$ cat config.mk
export PLATFORM = sky130hd
export DESIGN_NAME = a_buf_loader
export DESIGN_NICKNAME = d
export VERILOG_FILES = /design/src/rtl/a_buf_loader.sv
export SDC_FILE = /design/constraint.sdc
export NUM_CORES = 1
export LEC_CHECK = 0
export CORE_AREA = 5 5 245 247
export DETAILED_ROUTE_END_ITERATION = 8
export DIE_AREA = 0 0 250 252
export SYNTH_ARGS = -nofsm -noshare
export SYNTH_HDL_FRONTEND = slang
export SYNTH_SLANG_ARGS = --single-unit
export TNS_END_PERCENT = 1
$ cat constraint.sdc
create_clock -name clk -period 5.6 [get_ports clk]
set_input_delay 0.84 -clock clk [delete_from_list [all_inputs] [get_ports clk]]
set_output_delay 0.84 -clock clk [all_outputs]
set_load 0.005 [all_outputs]
$ cat src/rtl/a_buf_loader.sv
// a_buf_loader: loads tile rows from memory into the free half of the ping-pong A buffer and hands full halves to the array
module a_buf_loader #(
  parameter int TMMA_CNT_WIDTH = 6,
  parameter int SARRAY_LOAD_WIDTH = 256,
  parameter int ADDR_WIDTH = 32,
  parameter int MAX_OUT = 4
) (
  input  logic                         clk,
  input  logic                         rst_n,
  input  logic                         cmd_valid_i,
  output logic                         cmd_ready_o,
  input  logic [ADDR_WIDTH-1:0]        cmd_base_addr_i,
  input  logic [ADDR_WIDTH-1:0]        cmd_stride_i,
  input  logic [TMMA_CNT_WIDTH:0]      cmd_rows_i,
  output logic                         mem_req_valid_o,
  input  logic                         mem_req_ready_i,
  output logic [ADDR_WIDTH-1:0]        mem_req_addr_o,
  input  logic                         mem_resp_valid_i,
  input  logic [SARRAY_LOAD_WIDTH-1:0] mem_resp_data_i,
  output logic                         wr_a_buf_valid_o,
  output logic                         wr_a_buf_id_o,
  output logic [TMMA_CNT_WIDTH-1:0]    wr_a_buf_addr_o,
  output logic [SARRAY_LOAD_WIDTH-1:0] wr_a_buf_data_o,
  output logic                         tile_done_o,
  output logic                         tile_done_id_o,
  output logic [1:0]                   buf_full_o,
  input  logic                         buf_release_i,
  input  logic                         buf_release_id_i
);
  localparam int CW = TMMA_CNT_WIDTH + 1;
  localparam int OW = $clog2(MAX_OUT + 1);
  typedef enum logic [1:0] {IDLE, ISSUE, DRAIN} state_t;
  state_t state_q, state_d;
  logic live_q, fill_id_q, fill_id_d, wr_valid_q, wr_valid_d, wr_id_q, wr_id_d, done_q, done_d;
  logic [1:0] buf_full_q, buf_full_d;
  logic [CW-1:0] rows_q, rows_d, issued_q, issued_d, recv_q, recv_d;
  logic [ADDR_WIDTH-1:0] addr_q, addr_d, stride_q, stride_d;
  logic [OW-1:0] out_q, out_d;
  logic [TMMA_CNT_WIDTH-1:0] wr_addr_q, wr_addr_d;
  logic [SARRAY_LOAD_WIDTH-1:0] wr_data_q, wr_data_d;
  logic cmd_fire, req_fire, resp_ok;
  always_comb begin
    cmd_ready_o = live_q && state_q == IDLE && !buf_full_q[fill_id_q];
    mem_req_valid_o = state_q == ISSUE && issued_q != rows_q && out_q < OW'(MAX_OUT);
    mem_req_addr_o = addr_q;
    cmd_fire = cmd_valid_i && cmd_ready_o;
    req_fire = mem_req_valid_o && mem_req_ready_i;
    resp_ok = mem_resp_valid_i && state_q != IDLE && recv_q != rows_q;
    state_d = state_q;
    fill_id_d = fill_id_q;
    rows_d = rows_q;
    stride_d = stride_q;
    addr_d = req_fire ? addr_q + stride_q : addr_q;
    issued_d = issued_q + CW'(req_fire);
    recv_d = recv_q + CW'(resp_ok);
    out_d = out_q + OW'(req_fire) - OW'(resp_ok && out_q != '0);
    wr_valid_d = resp_ok;
    wr_id_d = fill_id_q;
    wr_addr_d = resp_ok ? recv_q[TMMA_CNT_WIDTH-1:0] : wr_addr_q;
    wr_data_d = resp_ok ? mem_resp_data_i : wr_data_q;
    done_d = resp_ok && recv_q + CW'(1) == rows_q;
    buf_full_d = buf_full_q;
    if (buf_release_i) buf_full_d[buf_release_id_i] = 1'b0;
    if (state_q == ISSUE && req_fire && issued_d == rows_q) state_d = DRAIN;
    if (done_q) begin
      state_d = IDLE;
      fill_id_d = ~fill_id_q;
      buf_full_d[fill_id_q] = 1'b1;
    end
    if (cmd_fire && cmd_rows_i != '0) begin
      state_d = ISSUE;
      rows_d = cmd_rows_i;
      stride_d = cmd_stride_i;
      addr_d = cmd_base_addr_i;
      issued_d = '0;
      recv_d = '0;
    end
  end
  always_ff @(posedge clk or negedge rst_n) begin
    if (!rst_n) begin
      state_q <= IDLE;
      live_q <= 1'b0;
      fill_id_q <= 1'b0;
      buf_full_q <= '0;
      rows_q <= '0;
      issued_q <= '0;
      recv_q <= '0;
      addr_q <= '0;
      stride_q <= '0;
      out_q <= '0;
      wr_valid_q <= 1'b0;
      wr_id_q <= 1'b0;
      wr_addr_q <= '0;
      wr_data_q <= '0;
      done_q <= 1'b0;
    end else begin
      state_q <= state_d;
      live_q <= 1'b1;
      fill_id_q <= fill_id_d;
      buf_full_q <= buf_full_d;
      rows_q <= rows_d;
      issued_q <= issued_d;
      recv_q <= recv_d;
      addr_q <= addr_d;
      stride_q <= stride_d;
      out_q <= out_d;
      wr_valid_q <= wr_valid_d;
      wr_id_q <= wr_id_d;
      wr_addr_q <= wr_addr_d;
      wr_data_q <= wr_data_d;
      done_q <= done_d;
    end
  end
  assign wr_a_buf_valid_o = wr_valid_q;
  assign wr_a_buf_id_o = wr_id_q;
  assign wr_a_buf_addr_o = wr_addr_q;
  assign wr_a_buf_data_o = wr_data_q;
  assign tile_done_o = done_q;
  assign tile_done_id_o = wr_id_q;
  assign buf_full_o = buf_full_q;
endmodule

==> results of run 1 <==
==> cells in the mapped netlist, types with 3 or more instances <==
master,count
sky130_fd_sc_hd__xor2_1,31
sky130_fd_sc_hd__clkbuf_1,28
sky130_fd_sc_hd__and2_1,8
sky130_fd_sc_hd__nor3_1,9
sky130_fd_sc_hd__a21o_1,13
sky130_fd_sc_hd__mux2_2,263
sky130_fd_sc_hd__a211oi_1,3
sky130_fd_sc_hd__o22ai_1,5
sky130_fd_sc_hd__xnor2_1,29
sky130_fd_sc_hd__a21oi_1,55
sky130_fd_sc_hd__nor4_1,4
sky130_fd_sc_hd__a211o_1,3
sky130_fd_sc_hd__nand2b_1,6
sky130_fd_sc_hd__nor2_1,53
sky130_fd_sc_hd__dfrtp_1,359
sky130_fd_sc_hd__a31oi_1,8
sky130_fd_sc_hd__nand4_1,12
sky130_fd_sc_hd__buf_2,32
sky130_fd_sc_hd__nand2_1,157
sky130_fd_sc_hd__nand3_1,20
sky130_fd_sc_hd__o21bai_1,4
sky130_fd_sc_hd__inv_1,17
sky130_fd_sc_hd__and3_1,9
sky130_fd_sc_hd__a22oi_1,5
sky130_fd_sc_hd__nor2b_1,6
sky130_fd_sc_hd__ha_1,38
sky130_fd_sc_hd__o21ai_0,38
==> how the worst max path moves through the flow <==
stage                               start                  to  depth (start not counted)
after floorplan                 rows_q[2]          state_q[1]                         16
after global placement    mem_req_ready_i          state_q[1]                         12
after detailed placement    cmd_rows_i[6]  mem_req_addr_o[28]                          7
after CTS                       rows_q[2]          state_q[1]                         15
after global routing            rows_q[2]          state_q[1]                         15
final                           rows_q[2]          state_q[1]                         15
==> routing by layer <==
| layer | vias up | wire, microns | share of wire, % | GRT usage [%] |
|---|---|---|---|---|
| met5 | - | 11 | 0.020 | 0 |
| met4 | 2 | 1250 | 2.2 | 4.94 |
| met3 | 75 | 4300 | 7.7 | 5.72 |
| met2 | 436 | 28300 | 51 | 29.2 |
| met1 | 6131 | 22100 | 39 | 20.2 |
| li1 | 5704 | - | - | - |
==> sequential cells by signal (all words and copies together), names as in the netlist <==
name,count
out_q,3
tile_done_id_o,1
rows_q,7
issued_q,7
mem_req_addr_o,32
stride_q,32
live_q,1
wr_a_buf_addr_o,6
buf_full_o,2
fill_id_q,1
wr_a_buf_valid_o,1
tile_done_o,1
recv_q,7
wr_a_buf_data_o,256
state_q,2
==> worst reg2reg max path, cell delays in order (launching register included) <==
cell	delay, ps
sky130_fd_sc_hd__dfrtp_1	490
sky130_fd_sc_hd__xnor2_1	230
sky130_fd_sc_hd__nand4_1	120
sky130_fd_sc_hd__nor4_1	330
sky130_fd_sc_hd__nor4b_2	110
sky130_fd_sc_hd__nand2_1	120
sky130_fd_sc_hd__clkinv_1	70
sky130_fd_sc_hd__buf_4	200
sky130_fd_sc_hd__ha_1	250
sky130_fd_sc_hd__ha_1	310
sky130_fd_sc_hd__xor2_1	170
sky130_fd_sc_hd__nor2_1	150
sky130_fd_sc_hd__o2111ai_1	140
sky130_fd_sc_hd__a2111oi_0	490
sky130_fd_sc_hd__nor2_1	80
sky130_fd_sc_hd__nor3_1	130
==> area by class of cell <==
cell class | instances | area [sq um] | share of cell area (%)
sequential | 359 | 8980 | 36.8
timing repair buffer | 646 | 6490 | 26.6
multi-input combinational | 823 | 6370 | 26.1
clock buffer | 64 | 1310 | 5.36
tap | 765 | 957 | 3.93
clock inverter | 15 | 198 | 0.811
inverter | 18 | 67.6 | 0.277
antenna | 5 | 12.5 | 0.0513
==> power by group through the flow <==
stage                     Clock [mW]  Combinational (mW)  Sequential [mW]
after detailed placement           0                7.07             4.76
final                           2.95                7.03             4.74
after floorplan                    0                3.40             4.68
after CTS                       3.05                7.12             4.75
after global routing            3.17                7.64             4.92
after global placement             0                7.03             4.72
==> kinds of logic (layout without fill, tap and decap cells) <==
kind of cell             count (synthesis)  after routing
flip-flops                             359            359
AND/OR/NAND/NOR                        297            297
multiplexers                           265            265
AO/OA/AOI/OAI                          160            160
buffers and inverters                   80            743
XOR/XNOR                                60             60
adder cells (fa/ha/maj)                 40             40
other                                    1              6
==> summary.md, run 1 <==
| Metric | Value |
|---|---|
| Clock buffers created by TritonCTS | `44` |
| First-pass GRT wire length | `83600 microns` |
| Path depth of the worst reg2reg path | `15` |
| Synthesized netlist cell count | `1262` |
| Hold slack final | `350 ps` |
| Post-synthesis share of cell area spent on and, or, nand and nor gates | `around 8.5%` |
| Relative slew margins | `28.1%` |
| Maximum Capacitance Violations | `0` |
| Fraction of power consumed by sequential logic | `32.2%` |
| Core box area | `57400 sq um` |
| Synthesis warning total | `0` |
| Result of the run | `completed` |
| CTS tree | `yes` |
| Net Switching | `5.01 mW` |
| Minimum clock period after layout | `3480 ps` |
| Xor and xnor fraction of the mapped netlist area | `under 10%` |
| Internal Power | `around 10 mW` |
| Largest driver fanout on the critical path | `17` |
| Area growth syn-to-layout | `55.5%` |
| Library cell with the largest summed area after synthesis | `sky130_fd_sc_hd__dfrtp_1` |
| Number of placed cells counting well taps | `approximately 2600` |
| I/O pin cnt | `around 640` |
| Final hold violation count | `0` |
| Highest-count cells in the layout ignoring fill and taps | `634 x sky130_fd_sc_hd__clkdlybuf4s50_1, 359 x sky130_fd_sc_hd__dfrtp_1, 263 x sky130_fd_sc_hd__mux2_2` |
| Share of flip-flops with an asynchronous set or reset after synthesis | `100%` |
| Count of standard-cell rows | `88` |
| Min-delay worst type | `input port to asynchronous set/reset pin` |
| Number of max-slew violations in the final report | `0` |
| Count of nets after finishing | `2266` |
| Number of synthesized register bits | `359` |
| Critical register-to-register path startpoint | `rows_q[2]` |
| Quantity of gates resized following cts | `0` |
| Delay contributed by the slowest stage of the critical path | `490 ps` |
| Kind of capture point of the worst setup path | `flip-flop` |
| Part of the power in the clock network | `20.0%` |
| Number of buffers between clock root and the deepest sink | `3` |
| HPWL after detailed placement | `42600 microns` |
| Fraction of final layout cells sized beyond drive strength 1 | `18.7%` |
| GRT Resource Usage Total | `between 10% and 20%` |
| Compound-gate portion of the synthesized area | `6.37%` |
| Mapped Nets | `1636` |
| Sum of overflow across all layers after global routing | `0` |
| CP cell instances | `xnor2_1, nand4_1, nor4_1, nor4b_2, nand2_1, clkinv_1, buf_4, ha_1, ha_1, xor2_1, nor2_1, o2111ai_1, a2111oi_0, nor2_1, nor3_1` |
| Height of the die | `about 250 microns` |
| Most common library cell in the layout ignoring fill and taps | `sky130_fd_sc_hd__clkdlybuf4s50_1` |
| Area enclosed by the die boundary | `around 63000 sq um` |
| Final standard cell utilization of the core | `a little over two fifths` |
| Post-Layout Inst Area | `24400 sq um` |
| Worst slack at placement | `2100 ps` |
| Fin crit share | `~62%` |
| Routability congestion estimate | `~0.86` |
| Via count | `12300` |
| Antenna violations before repair | `8` |
| Final clock skew | `24.6 ps` |
| Most used flip-flop cell after synthesis | `sky130_fd_sc_hd__dfrtp_1` |
| Required arrival time at the worst endpoint | `roughly 6100 ps` |
| Number of DRC markers in iteration 0 | `747` |
| Via count of the first global-routing pass | `about 13000` |
| Clock H-tree levels | `2` |
| Unique cell type count in the Yosys netlist | `64` |
| FMAX | `0.287 GHz` |
| Unrepaired setup endpoints after global routing | `no` |
| Power density over the cells | `about 600 nW/um^2` |
| Post-DP Area | `roughly 23000 sq um` |
| Antenna Violating Nets Remaining | `0` |
| Largest net degree at the start of global routing | `175` |
| Smallest setup slack after layout | `2120 ps` |
| Die Span X | `250 microns` |
| Critical path arrival | `3950 ps` |
| Number of failing setup endpoints in the final timing report | `0` |
| Comb power frac | `47.8%` |
| Share of Yosys cell area claimed by the top area cell type | `between 50% and 60%` |
| Final wirelength | `between 50000 and 60000 microns` |
| CTS root buffer | `sky130_fd_sc_hd__clkbuf_16` |
| Detailed-routing iteration count for the pre-antenna-repair pass | `5` |
| Drt via density | `about 4.6` |
| Pin slew with the least headroom to its limit | `around 1100 ps` |
| Top post-synthesis cells by area | `sky130_fd_sc_hd__dfrtp_1 57%, sky130_fd_sc_hd__mux2_2 19%, sky130_fd_sc_hd__nand2_1 3.8%` |
| Mux share of post-synthesis cell area | `19.0%` |
| Initial Utilization | `27.3%` |
| Critical setup path kind | `flip-flop to flip-flop` |
| Filler cells | `about 5400` |
| Main combinational cell family by area after synthesis | `multiplexers` |
| CTS clk-pin slew, worst paths | `60 ps` |
| Worst IR Drop VDD | `0.307 mV` |
| FF-to-FF End | `state_q[1]` |
| Area share of fa/ha/maj cells after synthesis | `under 10%` |
| Largest delay share family, worst path | `simple AND/OR/NAND/NOR gates` |
| Post-layout power | `14.7 mW` |
| Clock network latency to the later pin of the worst-skew pair | `between 500 and 600 ps` |
| Mean cell area of the mapped netlist | `12.4 sq um` |
| Buffer and inverter count on the worst path | `2` |
| Number of post-CTS setup repair buffers | `0` |
| Post-route DRC violation count | `0` |
| Number of flops mapped to enable cells by yosys | `0` |
| Sw frac | `~34%` |
| Critical-path cell with the highest stage delay | `sky130_fd_sc_hd__dfrtp_1` |
| Avg WL per Cell | `20.7 microns` |
| Synthesized cell area | `15700 sq um` |
| Cell leakage power | `10.2 nW` |
| CTS Hold Buffers Added | `0` |
| Number of input and output port buffers inserted | `635` |
| Setup Total Neg Slack | `0 ps` |
| Non-filler cells in the finished layout | `2695` |
| R2R setup slack | `~2100 ps` |
| Portion of the post-synthesis area used by sequential elements | `57.3%` |
| Clock Sinks | `359` |
| CP startpoint kind | `flip-flop` |
Note: power is estimated with default switching activity, not from simulation.
==> inputs of run 2 (changes only) <==
- clock period: 5.6 -> 3.1 ns (I/O delays scaled with it)
==> run 2 against run 1 <==
Final cell count up 0.93%. Cell area up 0.83%. Die area unchanged. Sequential share of layout area down 0.30 points. Count of clock-buffer cells in the layout up 1. Critical path depth down 3. Combinational power up 83%. Clock skew down 12 ps. Via count up 1.1%.
==> summary.md, run 2 (synthesis gave the netlist of run 1 again) <==
| Metric | Value |
|---|---|
| Result of the run | `completed` |
| Kind of capture point of the worst setup path | `flip-flop` |
| Hold EP | `stride_q[27]` |
| Post-DP Area | `23100 sq um` |
| Required arrival time at the worst endpoint | `3560 ps` |
| Final hold violation count | `0` |
| Number of input and output port buffers inserted | `635` |
| Via count of the first global-routing pass | `between 10000 and 15000` |
| CTS tree | `yes` |
| Number of buffers between clock root and the deepest sink | `3` |
| CTS root buffer | `sky130_fd_sc_hd__clkbuf_16` |
| Die Span X | `between 200 and 300 microns` |
| Relative slew margins | `a little under half` |
| Final standard cell utilization of the core | `42.9%` |
| Max reg flops | `about 260` |
| I/O pin cnt | `636` |
| Worst IR Drop VDD | `0.555 mV` |
| Avg WL per Cell | `between 20 and 25 microns` |
| GRT Resource Usage Total | `16.8%` |
| CP startpoint kind | `flip-flop` |
| Clock network latency to the later pin of the worst-skew pair | `570 ps` |
| Critical setup path kind | `flip-flop to flip-flop` |
| R2R setup slack | `about 160 ps` |
| First-pass GRT wire length | `83800 microns` |
| Hold Path Cell Cnt | `3` |
| CTS clk-pin slew, worst paths | `around 60 ps` |
| Routability congestion estimate | `about 0.86` |
| Clock Sinks | `between 300 and 400` |
| Most common library cell in the layout ignoring fill and taps | `sky130_fd_sc_hd__clkdlybuf4s50_1` |
| HPWL after detailed placement | `42800 microns` |
| Height of the die | `252 microns` |
| Highest-count cells in the layout ignoring fill and taps | `634 x sky130_fd_sc_hd__clkdlybuf4s50_1, 358 x sky130_fd_sc_hd__dfrtp_1, 263 x sky130_fd_sc_hd__mux2_2` |
| Drt via density | `4.59` |
| Core box area | `57400 sq um` |
| Area growth syn-to-layout | `56.8%` |
| Count of nets after finishing | `approximately 2300` |
| Fraction of final layout cells sized beyond drive strength 1 | `20.0%` |
| Detailed-routing iteration count for the pre-antenna-repair pass | `5` |
| FF-to-FF End | `mem_req_addr_o[28]` |
| Post-route DRC violation count | `0` |
| Cell leakage power | `10.3 nW` |
| Number of max-slew violations in the final report | `0` |
| Final clock skew | `approximately 13 ps` |
| Post-Layout Inst Area | `about 25000 sq um` |
| Largest driver fanout on the critical path | `4` |
| Hold Crit Start | `cmd_stride_i[27]` |
| Worst slack at placement | `-15.1 ps` |
| Hold slack final | `435 ps` |
| Critical path arrival | `3400 ps` |
| Sum of overflow across all layers after global routing | `0` |
| Area enclosed by the die boundary | `between 60000 and 70000 sq um` |
| Smallest setup slack after layout | `161 ps` |
| Via count | `between 10000 and 15000` |
| Path depth of the worst reg2reg path | `12` |
| FMAX | `0.340 GHz` |
| Number of failing setup endpoints in the final timing report | `0` |
| Maximum Capacitance Violations | `0` |
| Count of standard-cell rows | `88` |
| Number of DRC markers in iteration 0 | `698` |
| Antenna Violating Nets Remaining | `0` |
| Minimum clock period after layout | `2940 ps` |
| Initial Utilization | `27.3%` |
| Min-delay worst type | `input port to flip-flop` |
| Final wirelength | `55600 microns` |
| Clock buffers created by TritonCTS | `43` |
| Clock H-tree levels | `2` |
| Fin crit share | `94.8%` |
| Largest net degree at the start of global routing | `100` |
| Pin slew with the least headroom to its limit | `767 ps` |
| Antenna violations before repair | `4` |
| Critical register-to-register path startpoint | `mem_req_addr_o[0]` |
| Power density over the cells | `1070 nW/um^2` |
[run 2: layout make-up]
type / count / area [sq um]
diodes: 4 / 10.0
clock buffers: 65 / 1250
clock inverters: 11 / 131
fillers: 5395 / 32800
inverters: 18 / 68.8
multi-input cells: 823 / 6450
flip-flops and latches: 359 / 8980
well taps: 765 / 957
repair buffers: 675 / 6740
[run 2: what timing repair did]
item / in CTS / in global routing
setup buffers: 0 / 2
gates resized for setup: 1 / 13
endpoints found under the hold margin: 76 / 0
setup endpoints to repair: 2 / 3
pin swaps: 0 / 9
hold buffers: 1 / 0
[run 2: worst max-delay path, stage by stage (launching register included)]
cell and delay, ps:
sky130_fd_sc_hd__dfrtp_1 380, sky130_fd_sc_hd__ha_1 180, sky130_fd_sc_hd__inv_1 50, sky130_fd_sc_hd__fa_1 390
sky130_fd_sc_hd__nor2b_1 150, sky130_fd_sc_hd__o21ai_0 90, sky130_fd_sc_hd__nand2b_1 150, sky130_fd_sc_hd__a41o_2 290
sky130_fd_sc_hd__a21oi_1 180, sky130_fd_sc_hd__o221a_2 350, sky130_fd_sc_hd__o31ai_1 360, sky130_fd_sc_hd__nand4b_1 160
sky130_fd_sc_hd__o311ai_1 90
[run 2: report_power, final]
group | leakage (nW) | internal [mW] | switching, mW
Combinational | 5.39 | 7.44 | 5.50
Clock | 0.680 | 2.95 | 2.02
Sequential | 4.28 | 7.03 | 1.45
Total | 10.3 | 17.4 | 8.96
[run 2: worst max path at each step]
stage,slack (ps),start,endpoint,cells past startpoint
2_1_floorplan,1,rows_q[2],state_q[1],16
3_3_place_gp,110,rows_q[4],state_q[1],14
3_5_place_dp,-20,rows_q[4],state_q[1],14
4_1_cts,50,rows_q[4],state_q[1],14
5_1_grt,-10,issued_q[1],state_q[1],14
6_report,160,mem_req_addr_o[0],mem_req_addr_o[28],12
[run 2: layer usage]
metal | routed length, microns | part of all wire [%] | vias up | track usage (%)
li1 | - | - | 5727 | -
met3 | 3920 | 7.1 | 74 | 5.10
met4 | 1210 | 2.2 | 0 | 4.29
met1 | 21300 | 38 | 6255 | 19.4
met5 | 0 | 0 | - | 0
met2 | 29200 | 53 | 432 | 30.6
[run 2: metrics by stage]
step                instances  TNS (ps)  total power [mW]
floorplan                1262         0              14.6
global placement         2637         0              21.3
detailed placement       2637     -19.9              21.4
CTS                      2714         0              26.6
global route             2719     -12.4              28.1
finish                   2720         0              26.4
==> inputs of run 3 (changes only) <==
- CELL_PAD_IN_SITES_DETAIL_PLACEMENT: default -> 1
- CELL_PAD_IN_SITES_GLOBAL_PLACEMENT: default -> 1
- CORE_AREA: 5 5 245 247 -> 5 5 242 244
- DIE_AREA: 0 0 250 252 -> 0 0 247 249
- PLACE_DENSITY_LB_ADDON: default -> 0.1
==> run 3 against run 2 <==
Largest power group unchanged. Critical endpoint is now out_q[2]. First-iteration DRC count is 32% lower. Clock skew is 6.0 ps higher. Worst setup slack worse by 41 ps.
==> summary.md, run 3 (synthesis gave the netlist of run 1 again) <==
| Metric | Value |
|---|---|
| Power density over the cells | `1090 nW/um^2` |
| Number of buffers between clock root and the deepest sink | `3` |
| CTS root buffer | `sky130_fd_sc_hd__clkbuf_16` |
| GRT Resource Usage Total | `20.4%` |
| Highest-count cells in the layout ignoring fill and taps | `634 x sky130_fd_sc_hd__clkdlybuf4s50_1, 358 x sky130_fd_sc_hd__dfrtp_1, 263 x sky130_fd_sc_hd__mux2_2` |
| Unrepaired setup endpoints after global routing | `yes` |
| Cell leakage power | `10.4 nW` |
| Antenna violations before repair | `11` |
| Via count | `12600` |
| Routability congestion estimate | `0.812` |
| Worst IR Drop VDD | `0.536 mV` |
| CTS clk-pin slew, worst paths | `60 ps` |
| Post-layout power | `27.0 mW` |
| Antenna Violating Nets Remaining | `0` |
| I/O pin cnt | `~640` |
| Kind of capture point of the worst setup path | `flip-flop` |
| Worst slack at placement | `-149 ps` |
| Avg WL per Cell | `23.5 microns` |
| Clock Sinks | `roughly 360` |
| Smallest setup slack after layout | `120 ps` |
| Critical setup path kind | `flip-flop to flip-flop` |
| Number of max-slew violations in the final report | `0` |
| First-pass GRT wire length | `95200 microns` |
| Largest net degree at the start of global routing | `approximately 80` |
| CP startpoint kind | `flip-flop` |
| Clock buffers created by TritonCTS | `44` |
| Clock H-tree levels | `2` |
| Die Span X | `approximately 250 microns` |
| Post-route DRC violation count | `0` |
| Required arrival time at the worst endpoint | `3590 ps` |
| Relative slew margins | `52.4%` |
| Core box area | `around 56000 sq um` |
| Final wirelength | `around 64000 microns` |
| CTS tree | `yes` |
| Minimum clock period after layout | `just under 3000 ps` |
| FMAX | `0.336 GHz` |
| Number of DRC markers in iteration 0 | `472` |
| Number of post-CTS setup repair buffers | `0` |
| Clock network latency to the later pin of the worst-skew pair | `580 ps` |
| Area growth syn-to-layout | `57.6%` |
| Number of failing setup endpoints in the final timing report | `0` |
| Height of the die | `249 microns` |
| HPWL after detailed placement | `slightly above 50000 microns` |
| Area enclosed by the die boundary | `between 60000 and 70000 sq um` |
| Final hold violation count | `0` |
| Critical path arrival | `3470 ps` |
| Via count of the first global-routing pass | `14100` |
| Count of nets after finishing | `2305` |
| Result of the run | `completed` |
| Count of standard-cell rows | `87` |
| Drt via density | `around 4.6` |
| Fin crit share | `96.1%` |
| Largest driver fanout on the critical path | `45` |
| Final clock skew | `about 19 ps` |
| Initial Utilization | `around 28%` |
| Min-delay worst type | `input port to flip-flop` |
| Most common library cell in the layout ignoring fill and taps | `sky130_fd_sc_hd__clkdlybuf4s50_1` |
| Maximum Capacitance Violations | `0` |
| Max reg flops | `approximately 260` |
| Pin slew with the least headroom to its limit | `just over 700 ps` |
| Detailed-routing iteration count for the pre-antenna-repair pass | `4` |
| Sum of overflow across all layers after global routing | `0` |
| Number of input and output port buffers inserted | `635` |
| Fraction of final layout cells sized beyond drive strength 1 | `20.5%` |
run 3: cell count changes in the layout (fill, tap and decap cells not counted), sizes merged:
cell | before | now
buf | 40 | 50
diode | 4 | 5
clkinv | 9 | 7
inv | 18 | 17
clkbuf | 65 | 72
clkinvlp | 0 | 1
bufinv | 2 | 1
run 3: layout make-up:
type | count | area (sq um)
Timing Repair Buffer | 685 | 6830
Fill cell | 5940 | 31300
Inverter | 18 | 68.8
Multi-Input combinational cell | 823 | 6430
Tap cell | 756 | 946
Antenna cell | 5 | 12.5
Sequential cell | 359 | 8980
Clock buffer | 72 | 1350
Clock inverter | 8 | 108
run 3: timing repair:
item | 4_1_cts | 5_1_grt
hold endpoints to repair | 65 | 0
resized for setup | 4 | 8
hold buffers | 1 | 0
setup endpoints to repair | 3 | 4
pin swaps | 1 | 4
run 3: where the power goes:
part	internal, mW	total [mW]	switching (mW)
clock network	3.06	5.15	2.09
logic	7.55	13.4	5.83
registers	7.03	8.47	1.44
total	17.6	27.0	9.36
run 3: critical path: stages (launching register included):
cell                      delay (ps)
sky130_fd_sc_hd__dfrtp_1         390
sky130_fd_sc_hd__xnor2_1         230
sky130_fd_sc_hd__nand4_1         170
sky130_fd_sc_hd__nor4_2          210
sky130_fd_sc_hd__nor4b_2         100
sky130_fd_sc_hd__nand2_1         110
sky130_fd_sc_hd__buf_4           440
sky130_fd_sc_hd__ha_1            330
sky130_fd_sc_hd__inv_1            60
sky130_fd_sc_hd__ha_1            130
sky130_fd_sc_hd__inv_1            50
sky130_fd_sc_hd__fa_1            370
sky130_fd_sc_hd__xnor2_1         180
sky130_fd_sc_hd__xnor2_1         140
run 3: path summary, 6_finish.rpt:
| kind | startpoint | end | slack, ps | cells after the start |
|---|---|---|---|---|
| min in group asynchronous | rst_n | wr_a_buf_data_o[117] | 470 | 2 |
| min | cmd_stride_i[19] | stride_q[19] | 430 | 3 |
| max in group asynchronous | rst_n | wr_a_buf_data_o[77] | 1810 | 3 |
| max | rows_q[2] | out_q[2] | 120 | 13 |
| min reg2reg | stride_q[9] | stride_q[9] | 480 | 2 |
| max reg2reg | rows_q[2] | out_q[2] | 120 | 13 |
run 3: metal layers:
metal	part of all wire, %	vias to the layer above	GRT usage (%)
met5	0.087	-	0
met4	1.9	8	4.48
met3	8.4	71	7.56
met2	51	385	36.1
met1	38	6359	23.4
li1	-	5764	-
run 3: through the flow:
step	cell area (sq um)	hold WS (ps)	cells	TNS, ps	util (%)
after global routing	24700	412	2723	-133	44.1
after global placement	23200	466	2640	0	41.4
final	24700	427	2726	0	44.1
after detailed placement	23200	472	2640	-206	41.4
after CTS	24700	394	2721	0	44.0
after floorplan	15700	169	1262	0	-
